## config.mk

```make
export PLATFORM = sky130hd
export DESIGN_NAME = div_unit
export DESIGN_NICKNAME = d
export VERILOG_FILES = /design/src/rtl/div_unit.sv
export SDC_FILE = /design/constraint.sdc
export NUM_CORES = 1
export LEC_CHECK = 0
export BUFFER_PORTS_ARGS = -buffer_cell sky130_fd_sc_hd__clkbuf_2
export CAP_MARGIN = 20
export CORE_MARGIN = 2
export CORE_UTILIZATION = 58
export DETAILED_ROUTE_END_ITERATION = 6
export HOLD_SLACK_MARGIN = 0.02
export PLACE_DENSITY = 0.82
export SETUP_SLACK_MARGIN = 0.05
export SLEW_MARGIN = 10
export SYNTH_ARGS = -nofsm -noshare
export SYNTH_HDL_FRONTEND = slang
export SYNTH_SLANG_ARGS = --single-unit
```

## constraint.sdc

```tcl
create_clock -name clk -period 7.2 [get_ports clk]
set_input_delay 0 -clock clk [delete_from_list [all_inputs] [get_ports clk]]
set_output_delay 0 -clock clk [all_outputs]
set_load 0.1 [all_outputs]
```

## src/rtl/div_unit.sv

```systemverilog
// Sequential signed divider for the multicycle MIPS datapath: one restoring
// step per cycle on operand magnitudes, signs reapplied on completion.
module div_unit #(
    parameter int WIDTH = 32
) (
    input  logic             clk,
    input  logic             reset_in,
    input  logic             div_init,
    input  logic [WIDTH-1:0] a,
    input  logic [WIDTH-1:0] b,
    output logic [WIDTH-1:0] hi,
    output logic [WIDTH-1:0] lo,
    output logic             div_stop,
    output logic             div_zero
);
    localparam int CW = $clog2(WIDTH + 1);

    typedef enum logic [1:0] {IDLE, RUN, DONE} state_t;

    state_t           state_reg, state_next;
    logic [CW-1:0]    cnt_reg;
    logic [WIDTH-1:0] rem_reg, quo_reg, b_mag_reg;
    logic             sign_q_reg, sign_r_reg;
    logic [WIDTH-1:0] hi_reg, lo_reg;
    logic             stop_reg, zero_reg;
    logic             stop_next, zero_next;

    logic [WIDTH-1:0] a_mag, b_mag;
    logic [WIDTH:0]   rem_sh, trial;
    logic             trial_neg, start_ok;

    // Magnitudes are unsigned, so -2^31 maps cleanly onto 2^31.
    assign a_mag     = a[WIDTH-1] ? -a : a;
    assign b_mag     = b[WIDTH-1] ? -b : b;
    assign start_ok  = div_init && (b != '0);
    assign rem_sh    = {rem_reg, quo_reg[WIDTH-1]};
    assign trial     = rem_sh - {1'b0, b_mag_reg};
    assign trial_neg = trial[WIDTH];

    always_ff @(posedge clk) begin
        if (reset_in) state_reg <= IDLE;
        else          state_reg <= state_next;
    end

    always_comb begin
        state_next = state_reg;
        case (state_reg)
            IDLE:    if (start_ok) state_next = RUN;
            RUN:     if (cnt_reg == CW'(1)) state_next = DONE;
            DONE:    state_next = IDLE;
            default: state_next = IDLE;
        endcase
    end

    always_comb begin
        stop_next = 1'b0;
        zero_next = 1'b0;
        case (state_reg)
            IDLE:    zero_next = div_init && (b == '0);
            DONE:    stop_next = 1'b1;
            default: ;
        endcase
    end

    always_ff @(posedge clk) begin
        if (reset_in) begin
            cnt_reg    <= '0;
            rem_reg    <= '0;
            quo_reg    <= '0;
            b_mag_reg  <= '0;
            sign_q_reg <= 1'b0;
            sign_r_reg <= 1'b0;
            hi_reg     <= '0;
            lo_reg     <= '0;
            stop_reg   <= 1'b0;
            zero_reg   <= 1'b0;
        end else begin
            stop_reg <= stop_next;
            zero_reg <= zero_next;
            case (state_reg)
                IDLE: begin
                    if (start_ok) begin
                        quo_reg    <= a_mag;
                        b_mag_reg  <= b_mag;
                        sign_q_reg <= a[WIDTH-1] ^ b[WIDTH-1];
                        sign_r_reg <= a[WIDTH-1];
                        rem_reg    <= '0;
                        cnt_reg    <= CW'(WIDTH);
                    end
                end
                RUN: begin
                    // quo_reg doubles as the dividend shifter; its freed LSBs collect quotient bits.
                    rem_reg <= trial_neg ? rem_sh[WIDTH-1:0] : trial[WIDTH-1:0];
                    quo_reg <= {quo_reg[WIDTH-2:0], ~trial_neg};
                    cnt_reg <= cnt_reg - CW'(1);
                end
                DONE: begin
                    lo_reg <= sign_q_reg ? -quo_reg : quo_reg;
                    hi_reg <= sign_r_reg ? -rem_reg : rem_reg;
                end
                default: ;
            endcase
        end
    end

    assign hi       = hi_reg;
    assign lo       = lo_reg;
    assign div_stop = stop_reg;
    assign div_zero = zero_reg;
endmodule

```

### Word-level counts from Yosys, hierarchy flattened

Cells that the tools add are included.

| operators by class | value |
|---|---|
| add/subtract/negate cells | 6 |
| eq/ne operators | 5 |
| mux-type cells | 15 |
| bitwise gates (word level) | 3 |
| reduce and logical (&&, ||, !) cells | 10 |

Operators with widths:

| kind | count |
|---|---|
| $mux 32 | 7 |
| $neg 32->32 | 4 |
| $pmux 32 s2 | 2 |
| $sub 33x32->33 | 1 |
| $logic_not 32->1 | 1 |
| $reduce_bool 32->1 | 1 |
| $pmux 6 s2 | 1 |
| $eq 6x1->1 const B | 1 |
| $mux 6 | 1 |
| $reduce_and 2->1 | 3 |
| $sub 6x1->6 const B | 1 |
| $mux 2 | 2 |
| $ne 2x2->1 const B | 2 |
| $pmux 2 s2 | 1 |
| $eq 2x1->1 const B | 1 |
| $eq 2x2->1 const B | 1 |
| $logic_and 1x1->1 | 2 |
| $logic_not 2->1 | 1 |
| $not 1->1 | 2 |
| $reduce_bool 2->1 | 1 |
| $reduce_or 2->1 | 1 |
| $mux 1 | 1 |
| $xor 1x1->1 | 1 |

| word-level totals | value |
|---|---|
| bits in registers | 172 |
| input port bits | 67 |
| logic and storage cells | 50 |

### Longest topological paths before layout

Gate-level depths: netlist (run 1).

| logic depth | value |
|---|---|
| depth in word-level cells | 4 |
| depth in mapped cells | 14 |
| depth with buffers taken out | 12 |

### Worst setup path after synthesis (run 1)

Ideal clock, no wire load.

| timing path | value |
|---|---|
| path type | register -> register |
| start | reg quo_reg[31] |
| end | reg quo_reg[0] |
| arrival time | 3.011 ns |
| data required time | 7.072 ns |
| setup slack | 4.062 ns |
| stages on the path, launching flop included | 15 |
| path buffers | 2 |
| cells stage by stage | dfxtp_1 inv_1 ha_1 fa_1 nand2b_1 a21oi_1 o2111ai_1 a31oi_1 o211a_1 nor4_1 a311o_1 buf_2 buf_1 a222oi_1 nor2_1 |

| on the way | value |
|---|---|
| longest elaborated chain between the ends | 3 |

Ends and longest elaborated chain:

| item | line | text |
|---|---|---|
| start: declaration | 22 | `logic [WIDTH-1:0] rem_reg, quo_reg, b_mag_reg;` |
| start signal: assignment | 83 | `quo_reg <= a_mag;` |
| start signal: assignment | 94 | `quo_reg <= {quo_reg[WIDTH-2:0], ~trial_neg};` |
| $sub 33x32->33 | 37 | `assign trial = rem_sh - {1'b0, b_mag_reg};` |
| $not 1->1 | 94 |  |
| $pmux 32 s2 | 80 | `case (state_reg)` |

No other way between the ends.
A chain may end at the register's enable or synchronous reset.

### Worst setup path in the final report (run 1)

| timing path | value |
|---|---|
| start | reg rem_reg[0] |
| end | reg rem_reg[27] |

| on the way | value |
|---|---|
| longest elaborated chain between the ends | 3 |

Ends and longest elaborated chain:

| item | line | text |
|---|---|---|
| start: declaration | 22 |  |
| start signal: assignment | 93 | `rem_reg <= trial_neg ? rem_sh[WIDTH-1:0] : trial[WIDTH-1:0];` |
| $sub 33x32->33 | 37 |  |
| $mux 32 | 93 |  |
| $pmux 32 s2 | 80 |  |

No other way between the ends.

==> results list, run 1 <==
* Count of pins over their slew limit: 0
* Congestion Overflow GR: 0
- Summed over all nets, the half-perimeter wirelength after detailed placement is around 19 mm.
* Number of DRC markers in iteration 0: 953
* Chip height: 139 um
- Worst hold path startpoint: a[13]
- Final net count: 1559
* Drt total wl: 27.4 mm
- Slew HR: 0.274
- # Max-Cap Violations: 0
- TNS Setup: 0 ns
- Setup repair after global routing left no endpoint under its margin.
- Post-place instance area: about 11000 um^2
* Number of buffers inserted during clock tree synthesis: 17
- Clock skew on the completed layout was measured at just over 0.01 ns.
- Number of nets produced by synthesis: between 1000 and 1500
* Starting density of the core: 0.590
* Startpoint kind of the worst setup timing path: flop
- Together, buffers and inverters on the worst path number 1.
- Dominant delay contributor by cell family on the critical path: compound AO/OA/AOI/OAI gates
* Top area cells in the synthesized netlist: dfxtp_1 (32%), xor2_1 (8.0%), a211oi_1 (6.4%), nand2_1 (5.1%), nor2_1 (5.0%)
- Total die area: 19400 um^2
- In the final routed layout, each cell accounts on average for roughly 16 um.
- Critical path class: reg -> reg
* Total power: between 2 and 3 mW
- In this run the post-CTS setup repair buffer count came out at 0.
- Crit path cell chain: inv_1 -> fa_1 -> nand2b_1 -> a21oi_1 -> o2111ai_1 -> a31oi_1 -> o211a_1 -> a311o_2 -> o21ai_0 -> a31o_2
- In this run, post-CTS hold repair placed 48 buffers.
- The longest clock path from root to sink contains 2 buffers.
- The number of endpoints with negative hold slack in the final report was 0.
* Hold slack: 0.0252 ns
* Remaining design rule violation count: 0
- Static timing analysis puts the maximum clock frequency at 0.267 GHz.
- Wire length of the first global-routing pass: around 44 mm
- The run finished with clean final reports.
* Slowest-stage cell, CP: a311o_2
* Cell chosen for the clock root: clkbuf_16
- Launching instance or port of the critical path: rem_reg[0]
* Actual slew at the worst max-slew pin: between 1 and 1.5 ns
* Die W: 139 um
- From synthesis to final layout, the design area changed by 17.4%.
- Sequential cell area fraction in the yosys report: 0.325
* Worst IR drop on VDD: 0.198 mV
- The synthesized netlist contains 69 unique library cells.
- Synth Area per Inst: 7.99 um^2
- Clock-pin transition on the worst setup and hold timing paths: 0.07 ns
- Across every metal layer, demand over resource in global routing totals 0.276.
* Worst min path class: in -> reg
- The count of buffers added on input and output ports is 132.
* Cell taking the most area after synthesis: dfxtp_1
- The synthesized design contains 0 enable-type register cells.
- Most common cell after layout, fill and taps aside: dfxtp_1
- The largest single stage delay on the critical path is 0.92 ns.
- For this run, asynchronously set or reset flops after synthesis account for 0.
- Fraction of layout instances using a drive strength above 1: 0.130
* Final standard cell area without fillers: 12400 um^2
- Data on the critical path is required at its endpoint by 7.53 ns.
* Via total after detailed routing: 10000
* Number of iterations in the first detailed-routing pass: 6
- Total of fill cells in the finished design: 1460
- Number of vias per cell after detailed routing: around 5.9
- CTS built an H-tree with a depth of 4.
- Final critical-path share of the clock period: 0.520
* Source-to-sink clock delay at the later pin of the worst-skew pair: 0.44 ns
- The number of global-route vias before repair was 8920.
- Yosys warnings: 0
- Global placement routability congestion: 0.972
* Critical register-to-register path startpoint: rem_reg[0]
- CP Capture Type: flop
- In the layout the commonest cells are dfxtp_1 (172), nand2_1 (144), nor2_1 (141), clkbuf_2 (131), xor2_1 (97).
- Post-synthesis instance total: 1327
* CTS sink cnt: ~170
* CTS tree: done
* Pwr Density: 216 nW/um^2
* Arrival time of data at the critical path endpoint: 4.07 ns
* Prevailing post-synth register cell: dfxtp_1
- I/O pin cnt: around 130
- Count of antenna-violating nets left after detailed routing: 0
* Core Footprint: 18000 um^2
* Maximum number of pins on one net before global-route repair: 118
* Count of inserted antenna diode cells: 0
- Subtracting the final worst setup slack from the clock period gives roughly 3.7 ns.
- The number of antenna violations at the first check in global routing is 0.
* Leakage power: between 4 and 5 nW
- Synthesis inferred approximately 170 register bits.
- Row generation in the floorplan step produced approximately 50 rows.
- Area of the multi-input gates: 6680 um^2
- In this run the cell area of the synthesized design comes to 10600 um^2.
* Maximum fanout along the worst path: 35
- Setup violations remaining at the end of the flow were counted as 0.
* Number of resized instances in the post-cts repair step: 0
- Share of the synthesized area in the top cell type: 0.325
* Area taken by flip-flops and latches: ~3400 um^2
metrics by stage:
step	setup slack (ns)	cells	util
after CTS	3.45	1693	0.691
after detailed placement	3.49	1614	0.629
after global placement	3.66	1614	0.629
after floorplan	4.06	1327	-
after global routing	3.07	1694	0.693
final	3.46	1694	0.693
worst paths after layout:
path / endpoint / slack [ns] / cells past startpoint
setup / recovery: rem_reg[27] / 3.46 / 10
hold / removal: quo_reg[13] / 0.03 / 4
setup reg to reg: rem_reg[27] / 3.46 / 10
hold reg to reg: lo[30] / 0.45 / 2
cell families (layout without fill, tap and decap cells):
logic type                 after synthesis  count (layout)  share of synthesized area
buffers and inverters                  130             268                     0.0477
muxes                                   34              34                     0.0321
adders and majority gates               39              39                     0.0467
AOI/OAI and AO/OA                      371             371                      0.234
DFF                                    172             172                      0.325
and+or+nand+nor                        432             432                      0.192
xor gates and xnor gates               149             149                      0.123
worst register-to-register path, delay by kind of cell, from the launching register on:
kind | cells | cell delay, ns
flops | 1 | 0.47
buf+inv | 1 | 0.15
compound gates | 7 | 2.37
simple gates | 1 | 0.18
fa+ha+maj | 1 | 0.47
layout make-up:
class                      count  share of cell area
tap                          229              0.0230
multi-input combinational   1025               0.537
inverter                      50              0.0151
timing repair buffer         187              0.0977
clock inverter                14              0.0167
clock buffer                  17              0.0342
sequential                   172               0.277
metal layers:
metal,global-route usage,part of all wire,routed length (um),vias to the layer above
met2,0.410,0.43,11800,343
met3,0.0458,0.062,1690,29
met4,0.0707,0.016,452,0
met1,0.414,0.49,13500,4630
li1,-,-,-,5031
met5,0,0,0,-
cell usage after synthesis, types with 7 or more instances:
| cell type | count |
|---|---|
| dfxtp_1 | 172 |
| nand2_1 | 144 |
| nor2_1 | 141 |
| xor2_1 | 97 |
| a211oi_1 | 91 |
| o21ai_0 | 75 |
| a21oi_1 | 74 |
| clkbuf_1 | 57 |
| xnor2_1 | 52 |
| inv_1 | 50 |
| ha_1 | 38 |
| o31ai_1 | 38 |
| mux2i_1 | 34 |
| nor3_1 | 26 |
| or3_1 | 25 |
| a22oi_1 | 17 |
| o41ai_1 | 15 |
| or4_1 | 15 |
| nand2b_1 | 12 |
| nand3_1 | 12 |
| buf_1 | 11 |
| buf_2 | 11 |
| nor2b_1 | 10 |
| and3_1 | 8 |
| nor4_1 | 8 |
| a21o_1 | 7 |
| a221oi_1 | 7 |
| o211ai_1 | 7 |
where the power goes:
part	total (mW)	switching [mW]	internal [mW]
registers	1.06	0.0616	0.999
logic	0.628	0.379	0.249
clock network	0.994	0.408	0.587
Note: power is estimated with default switching activity, not from simulation.
==> inputs of run 2 (changes only) <==
- clock period: 7.2 -> 3.5 ns (I/O delays scaled with it)
==> results list, run 2 (synthesized netlist as in run 1, its figures left out) <==
- TNS Setup: 0 ns (unchanged)
* Final net count: 1574 (+0.96%)
* Die W: 139 um (unchanged)
- The final weighted congestion of routability-driven global placement was 0.925 (-4.8%).
- Met1 GRT Util: 0.410 (-0.00374)
* Area delta synth->final: 18.1%
* CTS sink cnt: 172 (unchanged)
- Source-to-sink clock delay at the later pin of the worst-skew pair: 0.43 ns (about the same)
- The minimum clock period came to 3.26 ns (-0.482 ns).
* I/O pin cnt: 133 (unchanged)
- The full die area is 19400 um^2 (unchanged).
- The count of standard-cell rows is 49 (unchanged).
- The overall power consumption came to 5.41 mW (+100%).
- The wire length of the first global-routing pass is 44.6 mm (+0.73%).
- Htree depth: 4 (unchanged)
* Number of buffers inserted during clock tree synthesis: 17 (unchanged)
- Busiest layer in global routing: met2
- The number of endpoints with negative hold slack in the final report came to 0 (unchanged).
- The sum of net half-perimeters after detailed placement was 19.8 mm (+2.0%).
* Critical path class: reg -> reg
- Congestion Overflow GR: 0 (unchanged)
- The final-report setup violation count came to 0 (unchanged).
- The portion of the clock cycle consumed by the worst path in the final layout is 0.931 (+0.412).
- Number of global-route vias before repair: 8941 (+0.24%)
- The static leakage was 4.98 nW (+1.5%).
* Actual slew at the worst max-slew pin: 1.06 ns (-0.0263 ns)
* Total global-route track usage: 0.276 (+0.000547)
- The maximum number of pins on one net before global-route repair was 99 (-16%).
- Count of inserted antenna diode cells: 0 (unchanged)
- The area inside the core boundary was 18000 um^2 (unchanged).
- Chip height: 139 um (unchanged)
* Req. time, crit path: 3.82 ns (-3.71 ns)
* Worst IR drop on VDD: 0.311 mV (+57%)
* Most common cell after layout, fill and taps aside: dfxtp_1
- The mean number of vias per cell is 5.90 (-0.37%).
* Number of iterations in the first detailed-routing pass: 6 (unchanged)
* Worst min path class: in -> reg
* CTS tree: done
- The number of filler cells placed in the layout was 1449 (-0.75%).
- Worst-case clock skew: 0.00709 ns (-0.00306 ns)
- Outcome: finished clean
- Setup repair after global routing left no endpoint under its margin.
- Number of DRC markers in iteration 0: 886 (-7.0%)
* CP Capture Type: flop
- Slowest-stage cell, CP: a2111oi_0
- Global-route track usage on met3: 0.0475 (+0.00172)
- The power per cell area was 432 nW/um^2 (+100%).
* Port Buffer Count: 132 (unchanged)
- The effective utilization at floorplan was 0.590 (unchanged).
- The wire length per cell is 16.1 um (-0.39%).
* Final critical-path setup slack: 0.241 ns (-3.22 ns)
- The DRC violation count after routing is 0 (unchanged).
- Count of pins over their slew limit: 0 (unchanged)
- Leaving out fill and tap cells, the most frequent cells in the layout are dfxtp_1 (171), nand2_1 (144), nor2_1 (141), clkbuf_2 (131), xor2_1 (97).
- The largest stage delay on the critical path was 0.58 ns (-0.34 ns).
- Cell chosen for the clock root: clkbuf_16
* Buffers from clock root to sink, at most: 2 (unchanged)
- The worst relative slew slack came to 0.290 (+0.0166).
- Startpoint kind of the worst setup timing path: flop
- The post-route antenna net violation count came to 0 (unchanged).
- The clock slew seen by the registers of the worst setup and hold paths came to 0.06 ns (about the same).
* Met2 usage in global routing: 0.417 (+0.00722)
* Drt total wl: 27.5 mm (+0.37%)
- The number of max-cap violations came to 0 (unchanged).
- The number of antenna violations at the first check in global routing is 0 (unchanged).
- Maximum clock frequency: 0.307 GHz (+15%)
* Arrival time of data at the critical path endpoint: 3.58 ns (-0.49 ns)
- Place WS: 0.0272 ns (-3.46 ns)
- Via total after detailed routing: 10100 (+0.40%)
- Fraction of layout instances using a drive strength above 1: 0.142 (+0.0117)
* Maximum fanout along the worst path: 7 (-80%)
- Traced cell by cell, the critical path runs through ha_1 -> a211oi_1 -> o21bai_1 -> a21o_1 -> a2111oi_0 -> a211oi_1 -> o41a_1 -> or3_1 -> and3_1 -> a21o_1.
run 2: power breakdown:
| part | switching (mW) | leakage, nW | internal [mW] |
|---|---|---|---|
| combinational | 0.785 | 3.28 | 0.526 |
| sequential | 0.121 | 1.40 | 2.06 |
| clock | 0.769 | 0.294 | 1.16 |
run 2: final cells by class:
class,instances,area (um^2),share of cell area
clock buffer,20,457,0.0365
multi-input combinational,1025,6690,0.534
timing repair buffer,202,1320,0.106
clock inverter,9,138,0.0110
inverter,50,188,0.0150
tap,229,287,0.0229
sequential,172,3440,0.275
run 2: routing by layer:
layer | up-vias | wire length [um]
met5 | - | 0
met1 | 4622 | 13100
met2 | 368 | 11900
li1 | 5052 | -
met3 | 31 | 2090
met4 | 0 | 395
run 2: worst paths after layout:
path | depth (start not counted) | slack, ns | start | endpoint
worst max register to register | 10 | 0.24 | rem_reg[9] | rem_reg[31]
worst max-delay path | 10 | 0.24 | rem_reg[9] | rem_reg[31]
worst min-delay path | 5 | 0.04 | a[7] | quo_reg[7]
worst min register to register | 2 | 0.45 | lo[30] | lo[30]
run 2: metrics by stage:
stage | cell area (um^2) | utilization | hold slack (ns) | cells
floorplan | 10600 | - | 0.136 | 1327
global placement | 11500 | 0.638 | 0.338 | 1633
detailed placement | 11500 | 0.638 | 0.345 | 1633
CTS | 12500 | 0.697 | 0.0244 | 1707
global route | 12500 | 0.697 | 0.0626 | 1707
finish | 12500 | 0.697 | 0.0419 | 1707
run 2: what timing repair did:
action | 4_1_cts | 5_1_grt
endpoints found under the setup margin | 21 | 32
pin swaps | 1 | 0
gates resized for setup | 0 | 3
setup buffers | 1 | 0
endpoints found under the hold margin | 45 | 0
hold buffers | 44 | 0
run 2: worst max-delay path: cells and delay by family, from the launching register on:
family | cells | cell delay, ns
flops | 1 | 0.35
simple gates | 2 | 0.47
fa+ha+maj | 1 | 0.40
compound gates | 7 | 1.93
